## src/rtl/remote_comm.sv

```systemverilog
// remote_comm: full-duplex UART command bridge.
// Transmit path sends a 16-bit command as two 8N1 frames, high byte first.
// Receive path captures 8N1 response bytes and strobes resp_rdy.
module remote_comm #(
    parameter int BAUD_DIV = 2604
) (
    input  logic        clk,
    input  logic        rst,
    input  logic        RX,
    output logic        TX,
    input  logic [15:0] cmd,
    input  logic        snd_cmd,
    output logic        cmd_snt,
    output logic        resp_rdy,
    output logic [7:0]  resp
);

    localparam logic [11:0] BAUD_LAST = 12'(BAUD_DIV - 1);
    localparam logic [11:0] HALF_LAST = 12'(BAUD_DIV / 2 - 1);

    typedef enum logic [1:0] {IDLE, SEND_HI, SEND_LO} tx_state_t;

    tx_state_t   r_state;
    tx_state_t   w_next;
    logic [7:0]  r_cmd_lo;
    logic        r_cmd_snt;
    logic        w_latch;
    logic        w_set_snt;
    logic        w_tx_load;
    logic [7:0]  w_tx_byte;
    logic        w_tx_done;

    logic [9:0]  r_tx_shift;
    logic [11:0] r_tx_baud;
    logic [3:0]  r_tx_bit;
    logic        r_tx_busy;

    logic        r_rx_meta;
    logic        r_rx_sync;
    logic        r_rx_prev;
    logic        w_rx_fall;
    logic        r_rx_busy;
    logic [11:0] r_rx_baud;
    logic [3:0]  r_rx_bit;
    logic [7:0]  r_rx_shift;
    logic [7:0]  r_resp;
    logic        r_resp_rdy;

    // Stop-bit interval of the current frame has just elapsed.
    assign w_tx_done = r_tx_busy && (r_tx_baud == 12'd0) && (r_tx_bit == 4'd9);

    // Transmit FSM state register.
    always_ff @(posedge clk or posedge rst) begin
        // NOTE: state is updated with <= so every flop samples pre-edge values.
        if (rst) r_state <= IDLE;
        else     r_state <= w_next;
    end

    // Transmit FSM next-state and byte-load decisions.
    always_comb begin
        // NOTE: defaults first so no path leaves an output unassigned (no latches).
        w_next    = r_state;
        w_latch   = 1'b0;
        w_set_snt = 1'b0;
        w_tx_load = 1'b0;
        w_tx_byte = r_cmd_lo;
        case (r_state)
            IDLE: begin
                if (snd_cmd) begin
                    w_latch   = 1'b1;
                    w_tx_load = 1'b1;
                    w_tx_byte = cmd[15:8];
                    w_next    = SEND_HI;
                end
            end
            SEND_HI: begin
                if (w_tx_done) begin
                    w_tx_load = 1'b1;
                    w_tx_byte = r_cmd_lo;
                    w_next    = SEND_LO;
                end
            end
            SEND_LO: begin
                if (w_tx_done) begin
                    w_set_snt = 1'b1;
                    w_next    = IDLE;
                end
            end
            default: w_next = IDLE;
        endcase
    end

    // Low-byte latch and completion flag.
    always_ff @(posedge clk or posedge rst) begin
        if (rst) begin
            r_cmd_lo  <= 8'h00;
            r_cmd_snt <= 1'b0;
        end else if (w_latch) begin
            r_cmd_lo  <= cmd[7:0];
            r_cmd_snt <= 1'b0;
        end else if (w_set_snt) begin
            r_cmd_snt <= 1'b1;
        end
    end

    // UART transmitter: 10-bit frame shifted out LSB first, one bit per BAUD_DIV clocks.
    always_ff @(posedge clk or posedge rst) begin
        if (rst) begin
            r_tx_shift <= '1;
            r_tx_baud  <= 12'd0;
            r_tx_bit   <= 4'd0;
            r_tx_busy  <= 1'b0;
        end else if (w_tx_load) begin
            r_tx_shift <= {1'b1, w_tx_byte, 1'b0};
            r_tx_baud  <= BAUD_LAST;
            r_tx_bit   <= 4'd0;
            r_tx_busy  <= 1'b1;
        end else if (r_tx_busy) begin
            if (r_tx_baud == 12'd0) begin
                if (r_tx_bit == 4'd9) begin
                    r_tx_busy <= 1'b0;
                end else begin
                    r_tx_shift <= {1'b1, r_tx_shift[9:1]};
                    r_tx_bit   <= r_tx_bit + 4'd1;
                    r_tx_baud  <= BAUD_LAST;
                end
            end else begin
                r_tx_baud <= r_tx_baud - 12'd1;
            end
        end
    end

    // Two-flop synchroniser plus one history flop for start-edge detection, all preset high.
    always_ff @(posedge clk or posedge rst) begin
        if (rst) begin
            r_rx_meta <= 1'b1;
            r_rx_sync <= 1'b1;
            r_rx_prev <= 1'b1;
        end else begin
            r_rx_meta <= RX;
            r_rx_sync <= r_rx_meta;
            r_rx_prev <= r_rx_sync;
        end
    end

    assign w_rx_fall = r_rx_prev & ~r_rx_sync;

    // UART receiver: sample at bit centres; slot 0 is start, 1..8 data, 9 stop.
    always_ff @(posedge clk or posedge rst) begin
        if (rst) begin
            r_rx_busy  <= 1'b0;
            r_rx_baud  <= 12'd0;
            r_rx_bit   <= 4'd0;
            r_rx_shift <= 8'h00;
            r_resp     <= 8'h00;
            r_resp_rdy <= 1'b0;
        end else begin
            r_resp_rdy <= 1'b0;
            if (!r_rx_busy) begin
                if (w_rx_fall) begin
                    r_rx_busy <= 1'b1;
                    r_rx_baud <= HALF_LAST;
                    r_rx_bit  <= 4'd0;
                end
            end else if (r_rx_baud == 12'd0) begin
                r_rx_baud <= BAUD_LAST;
                if (r_rx_bit == 4'd9) begin
                    r_resp     <= r_rx_shift;
                    r_resp_rdy <= 1'b1;
                    r_rx_busy  <= 1'b0;
                end else begin
                    if (r_rx_bit != 4'd0) r_rx_shift <= {r_rx_sync, r_rx_shift[7:1]};
                    r_rx_bit <= r_rx_bit + 4'd1;
                end
            end else begin
                r_rx_baud <= r_rx_baud - 12'd1;
            end
        end
    end

    assign TX       = r_tx_shift[0];
    assign cmd_snt  = r_cmd_snt;
    assign resp     = r_resp;
    assign resp_rdy = r_resp_rdy;

endmodule

```

## config.mk

```make
export PLATFORM = sky130hd
export DESIGN_NAME = remote_comm
export DESIGN_NICKNAME = d
export VERILOG_FILES = /design/src/rtl/remote_comm.sv
export SDC_FILE = /design/constraint.sdc
export NUM_CORES = 1
export LEC_CHECK = 0
export ABC_AREA = 1
export ABC_CLOCK_PERIOD_IN_PS = 3500
export BUFFER_PORTS_ARGS = -buffer_cell sky130_fd_sc_hd__clkbuf_2
export CAP_MARGIN = 25
export CORE_UTILIZATION = 64
export DETAILED_ROUTE_END_ITERATION = 8
export GPL_TIMING_DRIVEN = 1
export PLACE_DENSITY = 0.84
export SLEW_MARGIN = 10
export SYNTH_ARGS = -nofsm -noshare
export SYNTH_HDL_FRONTEND = slang
export SYNTH_SLANG_ARGS = --single-unit
```

## constraint.sdc

```tcl
create_clock -name clk -period 3.5 [get_ports clk]
set_input_delay 0.7 -clock clk [delete_from_list [all_inputs] [get_ports clk]]
set_output_delay 0.7 -clock clk [all_outputs]
set_load 0.005 [all_outputs]
```

Yosys cells after proc, flatten, opt, wreduce, memory -nomap -nowiden
Cells that the tools add are included.

storage, ports and cells
  flip-flop bits (word level) = 75
  output and inout port bits = 11
  input bits = 20
  word-level logic and storage cells = 93

operators by class
  bitwise gates (word level) = 3
  $add $sub $neg = 4
  mux-type cells = 43
  equal/unequal tests = 11
  reduce and logical (&&, ||, !) cells = 16

operators by type and width
  cell                     number
  $mux W12                 7
  $mux W10                 4
  $mux W4                  8
  $logic_not A12 Y1        2
  $sub A12 B1 Y12 const B  2
  $mux W1                  17
  $mux W8                  2
  $reduce_and A3 Y1        4
  $ne A2 B2 Y1 const B     5
  $add A4 B1 Y4 const B    2
  $eq A4 B4 Y1 const B     2
  $reduce_bool A2 Y1       4
  $mux W2                  3
  $pmux W2 S3              1
  $reduce_and A4 Y1        1
  $reduce_bool A4 Y1       1
  $ne A3 B3 Y1 const B     1
  $eq A2 B1 Y1 const B     1
  $eq A2 B2 Y1 const B     1
  $logic_and A1 B1 Y1      2
  $logic_not A2 Y1         1
  $ne A2 B1 Y1 const B     1
  $not A1 Y1               2
  $pmux W1 S2              1
  other kinds (2)          2

Longest topological paths before layout
Gate-level depths: netlist of the first run.

  depth after elaboration = 7
  depth in mapped cells = 11
  gate-level depth less buffers = 11

Least setup slack after synthesis of the first run
No wires, ideal clock.

  path kind = register to register
  start point = register r_tx_baud[0]
  end point = register r_tx_baud[3]
  period minus slack after synthesis = 1638 ps
  library setup time = 121 ps
  slack = 1862 ps
  stages on the path, launching flop included = 12
  buffers on the path = 2
  required time = 3379 ps
  data arrival time = 1517 ps
  cells stage by stage = dfrtp_1 > inv_1 > ha_1 > inv_1 > nor2_1 > nand3_1 > nor2_4 > nand4_2 > buf_2 > buf_6 > nand4_1 > nand2_1

on the way
  cells in the longest elaborated chain, start to end = 7
  elaborated cells on any way between the ends = 12
  classes of those cells = add/sub: 1; eq/ne: 1; mux: 5; reduce/logical: 5

ends and longest elaborated chain
  what                                                                     line  text
  start, declared                                                          34    logic [11:0] r_tx_baud;
  start signal, assigned                                                   128   r_tx_baud <= r_tx_baud - 12'd1;
  parallel branches: the longest is 7 deep, another holds $sub A12 B1 Y12  -

Several ways; the timed one is not identified. The select of a mux whose other input is x is not followed.
A chain may end at the register's enable or synchronous reset.

Worst setup path in the final report of the first run
  start point = register r_tx_baud[0]
  end point = register r_tx_bit[2]

on the way
  cells in the longest elaborated chain, start to end = 7
  elaborated cells on any way between the ends = 10
  classes of those cells = eq/ne: 1; mux: 3; reduce/logical: 6

ends and longest elaborated chain
  what                                                          line     text
  $logic_not A12 Y1 (*)                                         50, 119
  $logic_and A1 B1 Y1 (2 in series)                             50       assign w_tx_done = r_tx_busy && (r_tx_baud == 12'd0) && (r_tx_bit == 4'd9);
  $mux W1                                                       77       if (w_tx_done) begin
  $pmux W1 S2                                                   67       case (r_state)
  $ne A2 B2 Y1 (no line) or $reduce_bool A2 Y1 (tied branches)  -
  $reduce_and A3 Y1 (no line)                                   -
  end signal, assigned                                          124      r_tx_bit <= r_tx_bit + 4'd1;
  end, declared                                                 35       logic [3:0] r_tx_bit;

Every way passes the cells marked *; elsewhere a longest branch is shown, timed or not.

==> results of run 1 <==
[state kept, by name (all words and copies together), names as in the netlist, 2 cells and up]
| name | flops |
|---|---|
| r_rx_baud | 12 |
| r_rx_shift | 8 |
| r_state | 2 |
| r_tx_bit | 4 |
| r_cmd_lo | 8 |
| resp | 8 |
| r_rx_bit | 4 |
| r_tx_shift | 9 |
| r_tx_baud | 12 |
[synthesized netlist by cell type]
| library cell | instances |
|---|---|
| nor2_4 | 1 |
| nor2_2 | 7 |
| nand3_2 | 2 |
| buf_2 | 6 |
| nand4_1 | 23 |
| ha_1 | 9 |
| inv_2 | 2 |
| o31ai_1 | 1 |
| o21ai_2 | 2 |
| o21ai_0 | 19 |
| nand2_1 | 131 |
| o211ai_1 | 3 |
| xor2_1 | 11 |
| buf_4 | 1 |
| nand3b_1 | 1 |
| buf_6 | 2 |
| clkinv_1 | 1 |
| clkbuf_1 | 3 |
| nand3_1 | 48 |
| inv_1 | 56 |
| a21boi_0 | 1 |
| a21oi_1 | 14 |
| and2_0 | 1 |
| o21bai_1 | 1 |
| o221ai_1 | 2 |
| o22ai_1 | 3 |
| nor3b_1 | 1 |
| buf_1 | 3 |
| xnor2_1 | 5 |
| nor2_1 | 44 |
| nor3_4 | 1 |
| dfrtp_1 | 62 |
| or2_0 | 1 |
| dfstp_2 | 12 |
| nor3_1 | 4 |
| nand4_2 | 2 |
| nand2_2 | 3 |
| o21ai_1 | 2 |
| nor3_2 | 1 |
[worst max path at each step]
stage | startpoint | endpoint
detailed placement | snd_cmd | r_tx_baud[2]
global placement | snd_cmd | r_tx_baud[7]
finish | r_tx_baud[0] | r_tx_bit[2]
global route | r_tx_baud[0] | r_tx_bit[0]
CTS | r_tx_baud[0] | r_tx_bit[2]
floorplan | rst | cmd_snt
[logic make-up after synthesis]
logic type               after synthesis  share of synthesized area
AO/OA/AOI/OAI                         48                     0.0697
XOR/XNOR                              16                     0.0356
adder cells (fa/ha/maj)                9                     0.0286
buffers and inverters                 74                     0.0773
flip-flops                            74                      0.475
AND/OR/NAND/NOR                      271                      0.314
[critical path: stages (launching register included)]
cell and delay (ns):
dfrtp_1 0.40, inv_1 0.10, ha_1 0.21, inv_1 0.05, nor2_1 0.08, nand3_1 0.12, nor2_4 0.18, nand3_2 0.31
inv_1 0.23, nand3_1 0.08, nand2_1 0.07, nor2_1 0.04
[per-layer routing]
metal | vias to the layer above | part of all wire | track usage
met1 | 1606 | 0.44 | 0.367
li1 | 1653 | - | -
met2 | 120 | 0.49 | 0.472
met5 | - | 0 | 0
met3 | 21 | 0.044 | 0.0477
met4 | 0 | 0.021 | 0.120
[power breakdown]
group | switching [mW] | internal, mW
clock | 0.345 | 0.406
sequential | 0.0806 | 0.943
combinational | 0.250 | 0.155
[metrics by stage]
step | power (mW) | cell area, µm² | utilization | setup slack (ns)
finish | 2.18 | 4350 | 0.734 | 1.51
floorplan | 1.33 | 3930 | - | 0.938
detailed placement | 1.42 | 4120 | 0.696 | 1.35
CTS | 2.17 | 4350 | 0.734 | 1.52
global route | 2.28 | 4350 | 0.734 | 1.29
global placement | 1.40 | 4120 | 0.696 | 1.42
[final cells by class]
type	count	area share
clock buffer	9	0.0285
multi-input combinational	344	0.405
clock inverter	7	0.0230
tap	75	0.0216
inverter	59	0.0509
timing repair buffer	34	0.0415
sequential	74	0.429
[cell usage in the layout (no fill, tap or decap), types with 2 or more instances in the layout]
cell,synthesis,final
nand3_1,48,48
clkbuf_8,0,9
a21oi_1,14,14
xnor2_1,5,5
nor2_2,7,7
o21ai_0,19,19
o21ai_1,2,2
ha_1,9,9
nand3_2,2,2
dfstp_2,12,12
inv_2,2,3
nor3_1,4,4
nand2_2,3,3
nand4_2,2,2
clkinvlp_4,0,3
o211ai_1,3,3
clkbuf_2,0,30
bufinv_16,0,2
o22ai_1,3,3
o221ai_1,2,2
o21ai_2,2,2
inv_6,0,2
nor2_1,44,44
dfrtp_1,62,62
xor2_1,11,11
inv_1,56,55
buf_4,1,4
nand2_1,131,131
nand4_1,23,23
==> impl_metrics.ini, run 1 <==
[timing]
fin_skew_ns = 0.00566
worst_pin_slew_ns = 0.748
period_needed_ns = 1.99
fin_tns_setup_ns = 0
finalMaxSlewViolations = 0
fmaxAchievable_mhz = 503
fin_crit_sh = 0.568
hold_viol = 0
rsz0062_at_grt = no
relSlewSlack = 0.501
timing.hold.ws_ns = 0.359
setup_violations = 0

[clock_network]
cts_inserted_buffers = 9
ctsHoldBuffers = 0
cts_buffer_depth = 2
clock_latency_ns = 0.35
htreeDepth = 3
cts_num_sinks = 74
postCtsSetupBuffers = 0
clk_pin_slew_ns = 0.08
ctsRootBufferMaster = clkbuf_8
cts.repair.resized = 0
cts_tree = built

[synth]
syn_area_mm2 = 0.00393
synth_top_area_frac = 0.395
synthCells = 492
synthTopCellsByArea = dfrtp_1 (39%), nand2_1 (13%), dfstp_2 (8.0%)
ys_warn_count = 0
synth_seq_cells = 74
synth_cell_type_count = 39
yosysSeqAreaShare = 0.475
synth_area_per_cell_um2 = 7.99
synth_top_cell_by_area = dfrtp_1
synth_nets = 521

[power_and_ir_drop]
irDropWorstVdd_mv = 0.374
p_leak_nw = 2.10
powerDensity_mw_per_mm2 = 501

[setup_path]
rr_endpoint = r_tx_bit[2]
path_max_fanout = 19
path_class = reg2reg
r2r_start = r_tx_baud[0]
critPathArrivalTime_ns = 2.23
end_kind = flop
r2r_slack_ns = 1.51
critPathRequiredTime_ns = 3.74
crit_path_start_kind = flop
rr_worst_depth = 11

[place]
dp_cells = 586
hpwl_um = 5360
port_buffers = 30
routabilityCongestion = 0.860

[floorplan]
ios = 31
die_h_um = 80.4
coreArea_mm2 = 0.00592
rows = 28
floorplan.die_area_mm2 = 0.00646
die_w_um = 80.4
initial_core_util = 0.664

[global_route]
grt_pass1_wl_um = 14100
grt_max_degree = 40
gr-total-overflow = 0
antenna_found_initial = 0
gr-usage-all-layers = 0.284
grt_pass1_vias = 3276

[min_path]
hp-class = reg2reg
hold_depth = 0
hp-start = r_rx_meta
hold-path-endpoint = r_rx_sync

[finish]
area_growth_syn_to_layout_pct = 10.6
stdcell_count = 602
nets = 551
register_area_mm2 = 0.00187
multi_input_area_mm2 = 0.00176
diodes = 0
fillCellCount = 422
layout-drive-gt1-share = 0.159

[detailed_routing]
ant_nets = 0
vias = 3400
avgRoutedWirePerCell_um = 13.6
drtIter0Drc = 345
viasPerCell = 5.65
drt-total-wl_um = 8180
drc = 0
drt-pass1-iter-count = 5

[outcome]
status = finished, final reports clean

[flow_run]
maxCapViolCount = 0
(Power assumes the default switching activity.)
==> run 2: changes to the inputs <==
==> config.mk (replaced) <==
export PLATFORM = sky130hd
export DESIGN_NAME = remote_comm
export DESIGN_NICKNAME = d
export VERILOG_FILES = /design/src/rtl/remote_comm.sv
export SDC_FILE = /design/constraint.sdc
export NUM_CORES = 1
export LEC_CHECK = 0
export ABC_AREA = 0
export ABC_CLOCK_PERIOD_IN_PS = 2050
export BUFFER_PORTS_ARGS = -buffer_cell sky130_fd_sc_hd__clkbuf_2
export CAP_MARGIN = 25
export CORE_UTILIZATION = 60
export DETAILED_ROUTE_END_ITERATION = 8
export GPL_TIMING_DRIVEN = 1
export PLACE_DENSITY = 0.8
export SLEW_MARGIN = 10
export SYNTH_ARGS = -nofsm -noshare
export SYNTH_HDL_FRONTEND = slang
export SYNTH_SLANG_ARGS = --single-unit
==> constraint.sdc (replaced) <==
create_clock -name clk -period 2.05 [get_ports clk]
set_input_delay 0.41 -clock clk [delete_from_list [all_inputs] [get_ports clk]]
set_output_delay 0.41 -clock clk [all_outputs]
set_load 0.005 [all_outputs]
==> impl_metrics.ini, run 2 <==
[detailed_routing]
avgRoutedWirePerCell_um = 16.6
ant_nets = 0
drt-pass1-iter-count = 5
drt-total-wl_um = 8300
drtIter0Drc = 307
drc = 0
viasPerCell = 6.28
vias = 3141

[synth]
synth_nets = 390
yosysMostFrequentCell = dfrtp_1
synth_area_per_cell_um2 = 10.5
ys_warn_count = 0
yosysSeqAreaShare = 0.495
synth_seq_cells = 74
synthTopCellsByArea = dfrtp_1 (41%), dfstp_2 (8.4%), mux2_2 (5.1%)
async_reset_ff_frac = 1.00
syn_area_mm2 = 0.00377
synth_top_area_frac = 0.411
synth_flop_cell = dfrtp_1
synth_commonest_cells = dfrtp_1 (62), nand2_1 (38), nor2_1 (21)
synth_cell_type_count = 63
synth_edf_count = 0
synthCells = 361
synth_top_cell_by_area = dfrtp_1

[clock_network]
ctsRootBufferMaster = clkbuf_8
clk_pin_slew_ns = 0.08
clock_latency_ns = 0.34
cts_inserted_buffers = 9
cts_tree = built
htreeDepth = 3
cts_num_sinks = 74
cts_buffer_depth = 2

[timing]
fin_crit_sh = 1.00
relSlewSlack = 0.620
fin_skew_ns = 0.00752
hold_viol = 0
finalMaxSlewViolations = 0
period_needed_ns = 2.06
fmaxAchievable_mhz = 486
setup_violations = 1
worst_pin_slew_ns = 0.562
setup_ws_ns = -0.00749
timing.hold.ws_ns = 0.138

[global_route]
grt_pass1_vias = 2815
grt_pass1_wl_um = 13400
grt_max_degree = 75
gr-total-overflow = 0
gr-usage-all-layers = 0.269
antenna_found_initial = 0

[power_and_ir_drop]
pwr-share-seq = 0.475
p_sw_frac = 0.352
switchingPower_mw = 1.55
pwr-share-clk = 0.270
irDropWorstVdd_mv = 0.591
p_leak_nw = 2.06
p_comb_frac = 0.254
power_mw = 4.39
intPower_mw = 2.85
powerDensity_mw_per_mm2 = 971

[setup_path]
critPathRequiredTime_ns = 2.30
slowest_stage = dfrtp_1
end_kind = flop
crit_path_start_kind = flop
critPathArrivalTime_ns = 2.31
path_class = reg2reg
critPathMaxStageDelay_ns = 0.41
cp_top_family = simple AND/OR/NAND/NOR gates
crit_buf_inv = 1
path_max_fanout = 4
r2r_slack_ns = -0.007
worstPathCellList = inv_2 -> ha_2 -> nor4b_4 -> and4_4 -> mux2_2 -> nor4_1

[floorplan]
die_w_um = 81.3
rows = 28
floorplan.die_area_mm2 = 0.00661
ios = 31
coreArea_mm2 = 0.00599
die_h_um = 81.3
initial_core_util = 0.630

[finish]
diodes = 0
layout-drive-gt1-share = 0.311
mostFrequentLayoutCell = dfrtp_1
area_growth_syn_to_layout_pct = 19.9
mostFrequentLayoutCells = dfrtp_1 (62), nand2_1 (38), clkbuf_2 (30)
fillCellCount = 392
design_area_mm2 = 0.00452
nets = 449
postLayoutCoreUtil = 0.755
top_regs = r_rx_baud (12), r_tx_baud (12), r_tx_shift (9)

[place]
hpwl_um = 5430
routabilityCongestion = 0.901
placed_area_mm2 = 0.00417
port_buffers = 30

[min_path]
hp-class = in2reg

[outcome]
status = complete, but fails checks
violations = negative setup slack

[flow_run]
maxCapViolCount = 0
-- run 2: cell types whose count changed in the layout (fill, tap and decap cells not counted), sizes merged, moves of 8 or more --
cell    previous run  this run
o21ai             23        11
buf                4        31
nor4               0         8
nand4             25         6
nand3             50        10
xor2              11         0
nor2              52        21
nor3               6        19
nand2b             0         8
mux2               0        18
inv               60        17
nand2            134        38
-- run 2: cells by family after synthesis --
logic type,share of synthesized area
and+or+nand+nor,0.216
adders and majority gates,0.0298
AOI/OAI and AO/OA,0.154
muxes,0.0696
buffers and inverters,0.0312
DFF,0.495
xor gates and xnor gates,0.00464
-- run 2: area by class of cell --
cell class,instances,area (µm²),share of cell area
sequential,74,1870,0.413
timing repair buffer,61,412,0.0910
multi-input combinational,259,1880,0.416
clock buffer,9,124,0.0274
tap,75,93.8,0.0207
inverter,15,60.1,0.0133
clock inverter,7,86.3,0.0191
-- run 2: power groups by stage --
stage / Combinational (mW) / Sequential, mW / Clock (mW)
6_report: 1.12 / 2.09 / 1.19
5_1_grt: 1.25 / 2.13 / 1.26
4_1_cts: 1.07 / 2.07 / 1.20
3_5_place_dp: 1.05 / 2.08 / 0
3_3_place_gp: 1.02 / 2.07 / 0
2_1_floorplan: 0.827 / 1.99 / 0
-- run 2: repair_timing --
item,CTS,global route
endpoints found under the setup margin,9,27
pin swaps,0,4
buffers inserted,0,6
gates resized for setup,2,17
hold buffers,0,0
-- run 2: path summary, 6_finish.rpt --
kind,end,start,cells past startpoint
max,r_tx_shift[1],r_tx_baud[0],6
min,r_rx_meta,RX,1
max reg2reg,r_tx_shift[1],r_tx_baud[0],6
min reg2reg,r_rx_sync,r_rx_meta,0
max in group asynchronous,r_tx_shift[0],rst,3
min in group asynchronous,r_rx_bit[2],rst,3
-- run 2: routing by layer --
layer | GRT usage | share of wire
met5 | 0 | 0
met4 | 0.0911 | 0.012
met3 | 0.0506 | 0.061
met2 | 0.411 | 0.47
met1 | 0.384 | 0.46
-- run 2: metrics by stage --
stage	TNS (ns)	std cells	worst slack, ns
detailed placement	-0.147	478	-0.0317
floorplan	0	361	0.00486
finish	-0.00749	500	-0.00749
global route	-0.135	500	-0.0564
CTS	0	494	0.0194
global placement	0	478	0.0352
-- run 2: worst reg2reg max path, delay by kind of cell, from the launching register on --
kind | cells | cell delay [ns]
adders and majority gates | 1 | 0.17
buffers and inverters | 1 | 0.07
DFF | 1 | 0.41
muxes | 1 | 0.34
and+or+nand+nor | 3 | 0.98
==> run 3: changes to the inputs <==
==> constraint.sdc (replaced) <==
create_clock -name clk -period 2.05 [get_ports clk]
set_input_delay 0.615 -clock clk [delete_from_list [all_inputs] [get_ports clk]]
set_output_delay 0.615 -clock clk [all_outputs]
set_load 0.005 [all_outputs]
==> impl_metrics.ini, run 3 (same netlist as run 2, synthesis figures left out) <==
[detailed_routing]
viasPerCell = 6.28
vias = 3147
drt-total-wl_um = 8760
drtIter0Drc = 217
drt-pass1-iter-count = 6
ant_nets = 0
drc = 0
avgRoutedWirePerCell_um = 17.5

[global_route]
grt_pass1_wl_um = 14100
gr-usage-all-layers = 0.283
grt_pass1_vias = 3042
gr-total-overflow = 0
grt_max_degree = 28
antenna_found_initial = 0

[timing]
hold_viol = 0
setup_violations = 0
worst_pin_slew_ns = 0.581
period_needed_ns = 2.02
fin_skew_ns = 0.0122
fmaxAchievable_mhz = 495
finalMaxSlewViolations = 0
fin_crit_sh = 0.985
timing.hold.ws_ns = 0.309
rsz0062_at_grt = yes
relSlewSlack = 0.612

[min_path]
hp-class = in2async

[place]
placed_area_mm2 = 0.00420
port_buffers = 30
hpwl_um = 5860
routabilityCongestion = 0.881
dp_cells = 481

[finish]
diodes = 0
top_regs = r_rx_baud (12), r_tx_baud (12), r_tx_shift (9)
area_growth_syn_to_layout_pct = 20.8
design_area_mm2 = 0.00456
mostFrequentLayoutCell = dfrtp_1
mostFrequentLayoutCells = dfrtp_1 (62), nand2_1 (38), clkbuf_2 (30)
stdcell_count = 501
nets = 450
layout-drive-gt1-share = 0.317
postLayoutCoreUtil = 0.761

[power_and_ir_drop]
power_mw = 4.46
pwr-share-clk = 0.273
pwr-share-seq = 0.472
switchingPower_mw = 1.58
irDropWorstVdd_mv = 0.630
p_comb_frac = 0.255
p_sw_frac = 0.355
p_leak_nw = 2.06
powerDensity_mw_per_mm2 = 979
intPower_mw = 2.88

[setup_path]
crit_path_start_kind = flop
end_kind = flop
path_max_fanout = 5
critPathArrivalTime_ns = 2.26
path_class = reg2reg
critPathRequiredTime_ns = 2.29
r2r_slack_ns = 0.03

[floorplan]
initial_core_util = 0.630
floorplan.die_area_mm2 = 0.00661
rows = 28
die_w_um = 81.3
die_h_um = 81.3
ios = 31
coreArea_mm2 = 0.00599

[clock_network]
ctsRootBufferMaster = clkbuf_8
cts_tree = built
cts_num_sinks = 74
cts_inserted_buffers = 9
ctsHoldBuffers = 0
clock_latency_ns = 0.36
htreeDepth = 3
cts_buffer_depth = 2
clk_pin_slew_ns = 0.09

[outcome]
status = finished, final reports clean

[flow_run]
maxCapViolCount = 0
run 3: cell count changes in the layout (fill, tap and decap cells not counted), moves of 2 or more:
cell / delta
nor3_2: +3
inv_6: +2
inv_8: -2
nor3_1: -2
run 3: repair_timing:
action / 4_1_cts / 5_1_grt
pin swaps: 1 / 5
resized for setup: 6 / 14
buffers inserted: 1 / 3
endpoints found under the setup margin: 22 / 21
run 3: worst paths after layout:
check,startpoint,cells after the start,endpoint
setup / recovery,r_tx_baud[0],6,r_tx_baud[8]
hold / removal,rst,2,resp[4]
setup reg to reg,r_tx_baud[0],6,r_tx_baud[8]
hold reg to reg,r_rx_meta,0,r_rx_sync
max in group asynchronous,rst,3,r_rx_prev
min in group clk,RX,1,r_rx_meta
run 3: area by class of cell:
| cell class | instances | area [µm²] |
|---|---|---|
| Inverter | 15 | 60.1 |
| Timing Repair Buffer | 62 | 432 |
| Tap cell | 75 | 93.8 |
| Clock buffer | 10 | 138 |
| Fill cell | 370 | 1430 |
| Clock inverter | 6 | 72.6 |
| Multi-Input combinational cell | 259 | 1890 |
| Sequential cell | 74 | 1870 |
run 3: per-layer routing:
| metal | wire length (µm) | global-route usage | vias to the layer above |
|---|---|---|---|
| li1 | - | - | 1465 |
| met1 | 3940 | 0.377 | 1557 |
| met2 | 4220 | 0.444 | 107 |
| met3 | 459 | 0.0674 | 18 |
| met4 | 142 | 0.111 | 0 |
| met5 | 0 | 0 | - |
run 3: per-stage QoR:
| stage | TNS [ns] | setup slack, ns |
|---|---|---|
| detailed placement | -0.725 | -0.138 |
| floorplan | 0 | 0.00486 |
| global route | -0.147 | -0.0638 |
| CTS | 0 | 0.0103 |
| finish | 0 | 0.0301 |
| global placement | 0 | 0.0199 |
run 3: power by group through the flow:
| stage | combinational [mW] | clock, mW | sequential, mW |
|---|---|---|---|
| finish | 1.14 | 1.22 | 2.11 |
| global route | 1.27 | 1.29 | 2.13 |
| CTS | 1.08 | 1.23 | 2.07 |
| detailed placement | 1.06 | 0 | 2.08 |
| global placement | 1.01 | 0 | 2.07 |
| floorplan | 0.827 | 0 | 1.99 |
run 3: critical path: stages (launching register included):
cell and delay (ns):
dfrtp_1 0.41, inv_2 0.09, ha_4 0.13, or4b_4 0.51, or3_4 0.36, a2111oi_4 0.32
nor3_2 0.08
